<file path="src/rtl/vram_port_arbiter_if.sv">
// Signal bundle between a VRAM instance, the pixel generator and the CPU access port.
// slave is the arbiter's view; master is the surrounding system's view.
interface vram_port_arbiter_if #(
   parameter int unsigned ADDRESS_WIDTH = 11
);
   logic                     cpu_req;
   logic                     cpu_we;
   logic [ADDRESS_WIDTH-1:0] cpu_addr;
   logic [7:0]               cpu_wdata;
   logic                     cpu_ready;
   logic [7:0]               cpu_rdata;
   logic                     cpu_rdata_valid;
   logic                     pg_read_enable;
   logic [ADDRESS_WIDTH-1:0] pg_read_addr;
   logic [7:0]               pg_read_data;
   logic                     mem_read_enable;
   logic [ADDRESS_WIDTH-1:0] mem_read_addr;
   logic [7:0]               mem_read_data;
   logic                     mem_write_enable;
   logic [ADDRESS_WIDTH-1:0] mem_write_addr;
   logic [7:0]               mem_write_data;
   logic [15:0]              cpu_stall_count;

   modport slave (
      input  cpu_req, cpu_we, cpu_addr, cpu_wdata,
      input  pg_read_enable, pg_read_addr, mem_read_data,
      output cpu_ready, cpu_rdata, cpu_rdata_valid, pg_read_data,
      output mem_read_enable, mem_read_addr,
      output mem_write_enable, mem_write_addr, mem_write_data,
      output cpu_stall_count
   );

   modport master (
      output cpu_req, cpu_we, cpu_addr, cpu_wdata,
      output pg_read_enable, pg_read_addr, mem_read_data,
      input  cpu_ready, cpu_rdata, cpu_rdata_valid, pg_read_data,
      input  mem_read_enable, mem_read_addr,
      input  mem_write_enable, mem_write_addr, mem_write_data,
      input  cpu_stall_count
   );
endinterface

</file>
<file path="src/rtl/vram_port_arbiter.sv">
// Shares one VRAM between pixel-generator reads (always win) and an in-order queue of
// CPU reads/writes. CPU read data returns two clocks after the read issues.
module vram_port_arbiter #(
   parameter int unsigned ADDRESS_WIDTH = 11,
   parameter int unsigned FIFO_DEPTH    = 4
) (
   input logic                clk,
   input logic                rst,
   vram_port_arbiter_if.slave bus
);
   localparam int unsigned PtrW = $clog2(FIFO_DEPTH);
   localparam logic [PtrW:0] PtrOne = {{PtrW{1'b0}}, 1'b1};

   logic                     fifo_we_q    [FIFO_DEPTH];
   logic [ADDRESS_WIDTH-1:0] fifo_addr_q  [FIFO_DEPTH];
   logic [7:0]               fifo_wdata_q [FIFO_DEPTH];

   logic [PtrW:0]   wr_ptr_q, rd_ptr_q;
   logic [PtrW-1:0] wr_idx, rd_idx;
   logic            full, empty;
   logic            push, pop, write_issue, cpu_issue, stall;

   logic                     head_we;
   logic [ADDRESS_WIDTH-1:0] head_addr;
   logic [7:0]               head_wdata;

   logic        owner_q;
   logic [7:0]  cpu_rdata_q;
   logic        cpu_rdata_valid_q;
   logic [15:0] stall_count_q;

   assign wr_idx = wr_ptr_q[PtrW-1:0];
   assign rd_idx = rd_ptr_q[PtrW-1:0];
   assign empty  = (wr_ptr_q == rd_ptr_q);
   assign full   = (wr_ptr_q[PtrW] != rd_ptr_q[PtrW]) && (wr_idx == rd_idx);

   always_comb begin
      head_we     = fifo_we_q[rd_idx];
      head_addr   = fifo_addr_q[rd_idx];
      head_wdata  = fifo_wdata_q[rd_idx];
      push        = bus.cpu_req && !full;
      // A blocked read at the head also holds back any writes queued behind it.
      write_issue = !empty && head_we;
      cpu_issue   = !empty && !head_we && !bus.pg_read_enable;
      stall       = !empty && !head_we && bus.pg_read_enable;
      pop         = write_issue || cpu_issue;
   end

   always_ff @(posedge clk) begin
      if (push) begin
         fifo_we_q[wr_idx]    <= bus.cpu_we;
         fifo_addr_q[wr_idx]  <= bus.cpu_addr;
         fifo_wdata_q[wr_idx] <= bus.cpu_wdata;
      end
   end

   always_ff @(posedge clk or posedge rst) begin
      if (rst) begin
         wr_ptr_q          <= '0;
         rd_ptr_q          <= '0;
         owner_q           <= 1'b0;
         cpu_rdata_q       <= 8'h00;
         cpu_rdata_valid_q <= 1'b0;
         stall_count_q     <= 16'h0000;
      end else begin
         if (push) wr_ptr_q <= wr_ptr_q + PtrOne;
         if (pop)  rd_ptr_q <= rd_ptr_q + PtrOne;
         // owner_q marks the cycle in which memory data belongs to the CPU.
         owner_q           <= cpu_issue;
         cpu_rdata_valid_q <= owner_q;
         if (owner_q) cpu_rdata_q <= bus.mem_read_data;
         if (stall && (stall_count_q != 16'hFFFF)) stall_count_q <= stall_count_q + 16'd1;
      end
   end

   assign bus.cpu_ready        = !full;
   assign bus.cpu_rdata        = cpu_rdata_q;
   assign bus.cpu_rdata_valid  = cpu_rdata_valid_q;
   assign bus.cpu_stall_count  = stall_count_q;
   assign bus.pg_read_data     = bus.mem_read_data;
   assign bus.mem_read_enable  = bus.pg_read_enable || cpu_issue;
   assign bus.mem_read_addr    = bus.pg_read_enable ? bus.pg_read_addr : head_addr;
   assign bus.mem_write_enable = write_issue;
   assign bus.mem_write_addr   = head_addr;
   assign bus.mem_write_data   = head_wdata;
endmodule

</file>
<file path="src/flat_wrapper.sv">
// flat-port wrapper written by rule: the top's interface ports become plain ports
module vram_port_arbiter_flat 
#(
   parameter int unsigned ADDRESS_WIDTH = 11,
   parameter int unsigned FIFO_DEPTH    = 4
)
  (clk, rst, bus_cpu_req, bus_cpu_we, bus_cpu_addr, bus_cpu_wdata, bus_pg_read_enable, bus_pg_read_addr, bus_mem_read_data, bus_cpu_ready, bus_cpu_rdata, bus_cpu_rdata_valid, bus_pg_read_data, bus_mem_read_enable, bus_mem_read_addr, bus_mem_write_enable, bus_mem_write_addr, bus_mem_write_data, bus_cpu_stall_count);
  vram_port_arbiter_if #(.ADDRESS_WIDTH(ADDRESS_WIDTH)) bus_i ();
  input logic clk;
  input logic rst;
  input wire logic [$bits(bus_i.cpu_req)-1:0] bus_cpu_req;
  input wire logic [$bits(bus_i.cpu_we)-1:0] bus_cpu_we;
  input wire logic [$bits(bus_i.cpu_addr)-1:0] bus_cpu_addr;
  input wire logic [$bits(bus_i.cpu_wdata)-1:0] bus_cpu_wdata;
  input wire logic [$bits(bus_i.pg_read_enable)-1:0] bus_pg_read_enable;
  input wire logic [$bits(bus_i.pg_read_addr)-1:0] bus_pg_read_addr;
  input wire logic [$bits(bus_i.mem_read_data)-1:0] bus_mem_read_data;
  output wire logic [$bits(bus_i.cpu_ready)-1:0] bus_cpu_ready;
  output wire logic [$bits(bus_i.cpu_rdata)-1:0] bus_cpu_rdata;
  output wire logic [$bits(bus_i.cpu_rdata_valid)-1:0] bus_cpu_rdata_valid;
  output wire logic [$bits(bus_i.pg_read_data)-1:0] bus_pg_read_data;
  output wire logic [$bits(bus_i.mem_read_enable)-1:0] bus_mem_read_enable;
  output wire logic [$bits(bus_i.mem_read_addr)-1:0] bus_mem_read_addr;
  output wire logic [$bits(bus_i.mem_write_enable)-1:0] bus_mem_write_enable;
  output wire logic [$bits(bus_i.mem_write_addr)-1:0] bus_mem_write_addr;
  output wire logic [$bits(bus_i.mem_write_data)-1:0] bus_mem_write_data;
  output wire logic [$bits(bus_i.cpu_stall_count)-1:0] bus_cpu_stall_count;
  assign bus_i.cpu_req = bus_cpu_req;
  assign bus_i.cpu_we = bus_cpu_we;
  assign bus_i.cpu_addr = bus_cpu_addr;
  assign bus_i.cpu_wdata = bus_cpu_wdata;
  assign bus_i.pg_read_enable = bus_pg_read_enable;
  assign bus_i.pg_read_addr = bus_pg_read_addr;
  assign bus_i.mem_read_data = bus_mem_read_data;
  assign bus_cpu_ready = bus_i.cpu_ready;
  assign bus_cpu_rdata = bus_i.cpu_rdata;
  assign bus_cpu_rdata_valid = bus_i.cpu_rdata_valid;
  assign bus_pg_read_data = bus_i.pg_read_data;
  assign bus_mem_read_enable = bus_i.mem_read_enable;
  assign bus_mem_read_addr = bus_i.mem_read_addr;
  assign bus_mem_write_enable = bus_i.mem_write_enable;
  assign bus_mem_write_addr = bus_i.mem_write_addr;
  assign bus_mem_write_data = bus_i.mem_write_data;
  assign bus_cpu_stall_count = bus_i.cpu_stall_count;
  vram_port_arbiter #(.ADDRESS_WIDTH(ADDRESS_WIDTH), .FIFO_DEPTH(FIFO_DEPTH)) u_core (.clk(clk), .rst(rst), .bus(bus_i));
endmodule
</file>
<file path="config.mk">
export PLATFORM = sky130hd
export DESIGN_NAME = vram_port_arbiter_flat
export DESIGN_NICKNAME = d
export VERILOG_FILES = /design/src/rtl/vram_port_arbiter_if.sv /design/src/rtl/vram_port_arbiter.sv /design/src/flat_wrapper.sv
export SDC_FILE = /design/constraint.sdc
export NUM_CORES = 1
export LEC_CHECK = 0
export ABC_CLOCK_PERIOD_IN_PS = 5600
export CAP_MARGIN = 25
export CORE_ASPECT_RATIO = 2
export CORE_MARGIN = 3
export CORE_UTILIZATION = 27
export CTS_BUF_LIST = sky130_fd_sc_hd__clkbuf_2
export DETAILED_ROUTE_END_ITERATION = 8
export GPL_TIMING_DRIVEN = 0
export SETUP_SLACK_MARGIN = 0.05
export SKIP_LAST_GASP = 1
export SYNTH_ARGS = -nofsm -noshare
export SYNTH_HDL_FRONTEND = slang
export SYNTH_SLANG_ARGS = --single-unit
export TNS_END_PERCENT = 5
</file>
<file path="constraint.sdc">
create_clock -name clk -period 5.6 [get_ports clk]
set_input_delay 1.68 -clock clk [delete_from_list [all_inputs] [get_ports clk]]
set_output_delay 1.68 -clock clk [all_outputs]
set_load 0.03 [all_outputs]
</file>
==> flow_metrics.env <==
export IMPL_cp_max_fo=10
export IMPL_track_usage_pct=11.4
export IMPL_path_class="primary input to output port"
export IMPL_period_share_pct=93.6
export IMPL_synth_edff_count=80
export IMPL_fmax_mhz=191
export IMPL_start_util_pct=27.8
export IMPL_path_cells="clkdlybuf4s50_1, clkbuf_1, nand2_1, nand2_1, clkdlybuf4s50_1"
export IMPL_antenna_found_initial=1
export IMPL_grt_first_pass_wirelength_microns=16100
export IMPL_insertion_delay_ps=580
export IMPL_syn_num_nets=318
export IMPL_drt_iter0_drc=70
export IMPL_instances_no_fill=603
export IMPL_die_area_sq_mm=0.0186
export IMPL_slowest_stage="clkdlybuf4s50_1"
export IMPL_synth_top_area_cell="edfxtp_1"
export IMPL_synthArstFlopShare_pct=28.6
export IMPL_fp_row_count=66
export IMPL_num_io_pins=109
export IMPL_finalWorstSetupSlack_ps=359
export IMPL_busiest_layer="met2"
export IMPL_dp_final_hpwl_microns=7450
export IMPL_irDropWorstVdd_uv=233
export IMPL_synth_area_per_cell_sq_um=17.0
export IMPL_crit_arrival_ps=3560
export IMPL_finalHoldViolCount=0
export IMPL_path_clk_slew_ps=290
export IMPL_syn_to_final_growth_pct=34.5
export IMPL_use_met3_pct=2.09
export IMPL_yosysMostFrequentCell="edfxtp_1"
export IMPL_final_util_pct=37.3
export IMPL_root_buffer="clkbuf_2"
export IMPL_layout_min_cycle_time_ps=5240
export IMPL_synth_seq_cells=112
export IMPL_die_x_microns=97.9
export IMPL_preCtsSetupSlack_ps=130
export IMPL_via_per_inst=4.49
export IMPL_skew_ps=22.8
export IMPL_grt_overflow_total=0
export IMPL_startpoint_type="primary input"
export IMPL_drive_gt1_share_pct=16.6
export IMPL_cap_viol_max_count=0
export IMPL_vias=2707
export IMPL_core_sq_mm=0.0164
export IMPL_clock_tree_buffer_depth=2
export IMPL_h_tree_depth=3
export IMPL_crit_required_ps=3920
export IMPL_slew_limit_headroom_pct=54.2
export IMPL_final_max_slew_viol_count=0
export IMPL_cp_end_kind="output port"
export IMPL_ys_flop_type="edfxtp_1"
export IMPL_synth_seq_area_share_pct=70.2
export IMPL_dieHeight_microns=190
export IMPL_totalWireLength_microns=10100
export IMPL_use_met1_pct=12.6
export IMPL_setup_viol=0
export IMPL_timing_worst_slew_pin_value_ps=687
export IMPL_synthTopCellsByCount="edfxtp_1, nand2_1, dfrtp_1"
export IMPL_outcome="complete, no violations"
export IMPL_syn_cell_area_sq_mm=0.00456
export IMPL_cts_hold_buf=0
export IMPL_grt_pass1_vias=2864
export IMPL_slowest_delay_ps=660
export IMPL_synthCells=269
export IMPL_clock_sinks=112
export IMPL_finalSetupTns_ps=0
export IMPL_synth_area_top_cells="edfxtp_1, dfrtp_1, mux4_2, nand2_1, xnor2_1"
export IMPL_grt_max_degree=23
export IMPL_ant_nets=0
export IMPL_met2_usage_pct=20.9
export IMPL_min_path_type="register to register"
export IMPL_synth_top_cell_area_share_pct=52.6
export IMPL_cts_buffers=9
export IMPL_cts_tree="done"
export IMPL_grt_setup_unrepaired="false"
export IMPL_gp_congestion=0.681
export IMPL_drc=0
export IMPL_p_leak_nw=2.21
export IMPL_first_pass_iters=4
export IMPL_yosysWarningCount=0
export IMPL_numPortBuffers=108
export IMPL_cellPowerDensity_mw_per_mm2=514
export IMPL_dp_cells=586
export IMPL_wl_per_cell_microns=16.7
export IMPL_synth_cell_type_count=30
export IMPL_nets=442
==> per-stage QoR <==
step / cell area (sq um) / hold WS [ps] / power [W]
2_1_floorplan: 4560 / 352 / 0.00220
3_3_place_gp: 5900 / 357 / 0.00279
3_5_place_dp: 6040 / 365 / 0.00289
4_1_cts: 6130 / 424 / 0.00323
5_1_grt: 6140 / 445 / 0.00335
6_report: 6140 / 418 / 0.00315
==> routing by layer <==
layer,routed length (microns),part of all wire (%)
met1,3860,38
met2,5660,56
met3,375,3.7
met4,195,1.9
met5,0,0
==> state kept, by name (all words and copies together) (netlist names) <==
register	flops
u_core.owner_q	1
u_core.bus.cpu_stall_count	16
u_core.rd_ptr_q	3
u_core.wr_ptr_q	3
u_core.fifo_we_q	4
u_core.fifo_wdata_q	32
u_core.fifo_addr_q	44
u_core.bus.cpu_rdata	8
u_core.bus.cpu_rdata_valid	1
==> cell families (layout without fill, tap and decap cells) <==
logic type	count (synthesis)	in the layout	synth area share (%)
buffers and inverters	21	150	2.44
adders and majority gates	6	6	1.65
DFF	112	112	70.2
xor gates and xnor gates	21	21	4.03
other	0	1	0
and+or+nand+nor	73	73	8.39
AOI/OAI and AO/OA	6	6	0.960
muxes	30	30	12.3
==> cell type report <==
class | instances | area (sq um)
Timing Repair Buffer | 113 | 1220
Clock buffer | 10 | 50.0
Antenna cell | 1 | 2.50
Multi-Input combinational cell | 136 | 1250
Sequential cell | 112 | 3200
Buffer | 15 | 90.1
Tap cell | 204 | 255
Clock inverter | 6 | 45.0
Inverter | 6 | 22.5
Fill cell | 1580 | 10300
==> worst max-delay path, delay by kind of cell <==
kind                   cells  cell delay [ps]
AND/OR/NAND/NOR            2              190
buffers and inverters      3             1680
==> cell usage in the layout (no fill, tap or decap), types with 2 or more instances in the layout <==
cell type	instances
clkdlybuf4s50_1	108
nand4_1	7
nand2_1	41
inv_1	6
nor4_2	3
and3_1	6
buf_4	8
mux4_2	20
nor2_1	3
dfrtp_1	32
ha_1	6
xor2_1	7
clkinv_4	2
buf_2	2
buf_16	5
clkbuf_1	3
and2_1	2
xnor2_1	14
o21ai_0	2
edfxtp_1	80
clkbuf_2	11
mux2_2	9
nand3_1	6
==> power breakdown <==
group	leakage, nW	internal [W]	switching [W]	total [W]
registers	1.13	0.00112	0.0000995	0.00122
logic	1.02	0.000711	0.000893	0.00160
clock network	0.0615	0.0000635	0.000268	0.000332
total	2.21	0.00189	0.00126	0.00315
==> timing repair <==
action	in CTS	in global routing
endpoints found under the hold margin	0	0
buffers inserted	0	0
endpoints found under the setup margin	0	5
gates resized for setup	0	2
==> final timing paths <==
check,cells past startpoint,slack [ps],startpoint,end
worst max-delay path,5,360,bus_pg_read_enable,bus_mem_read_addr[6]
worst min-delay path,0,420,u_core.owner_q$_DFF_PP0_,u_core.bus.cpu_rdata_valid$_DFF_PP0_
worst max register to register,5,3400,u_core.rd_ptr_q[0]$_DFFE_PP0P_,u_core.bus.cpu_stall_count[6]$_DFFE_PP0P_
worst min register to register,0,420,u_core.owner_q$_DFF_PP0_,u_core.bus.cpu_rdata_valid$_DFF_PP0_
max in group asynchronous,3,3720,rst,u_core.wr_ptr_q[1]$_DFFE_PP0N_
min in group asynchronous,2,1370,rst,u_core.bus.cpu_rdata[7]$_DFFE_PP0P_
Power figures use the tool's default switching activity.
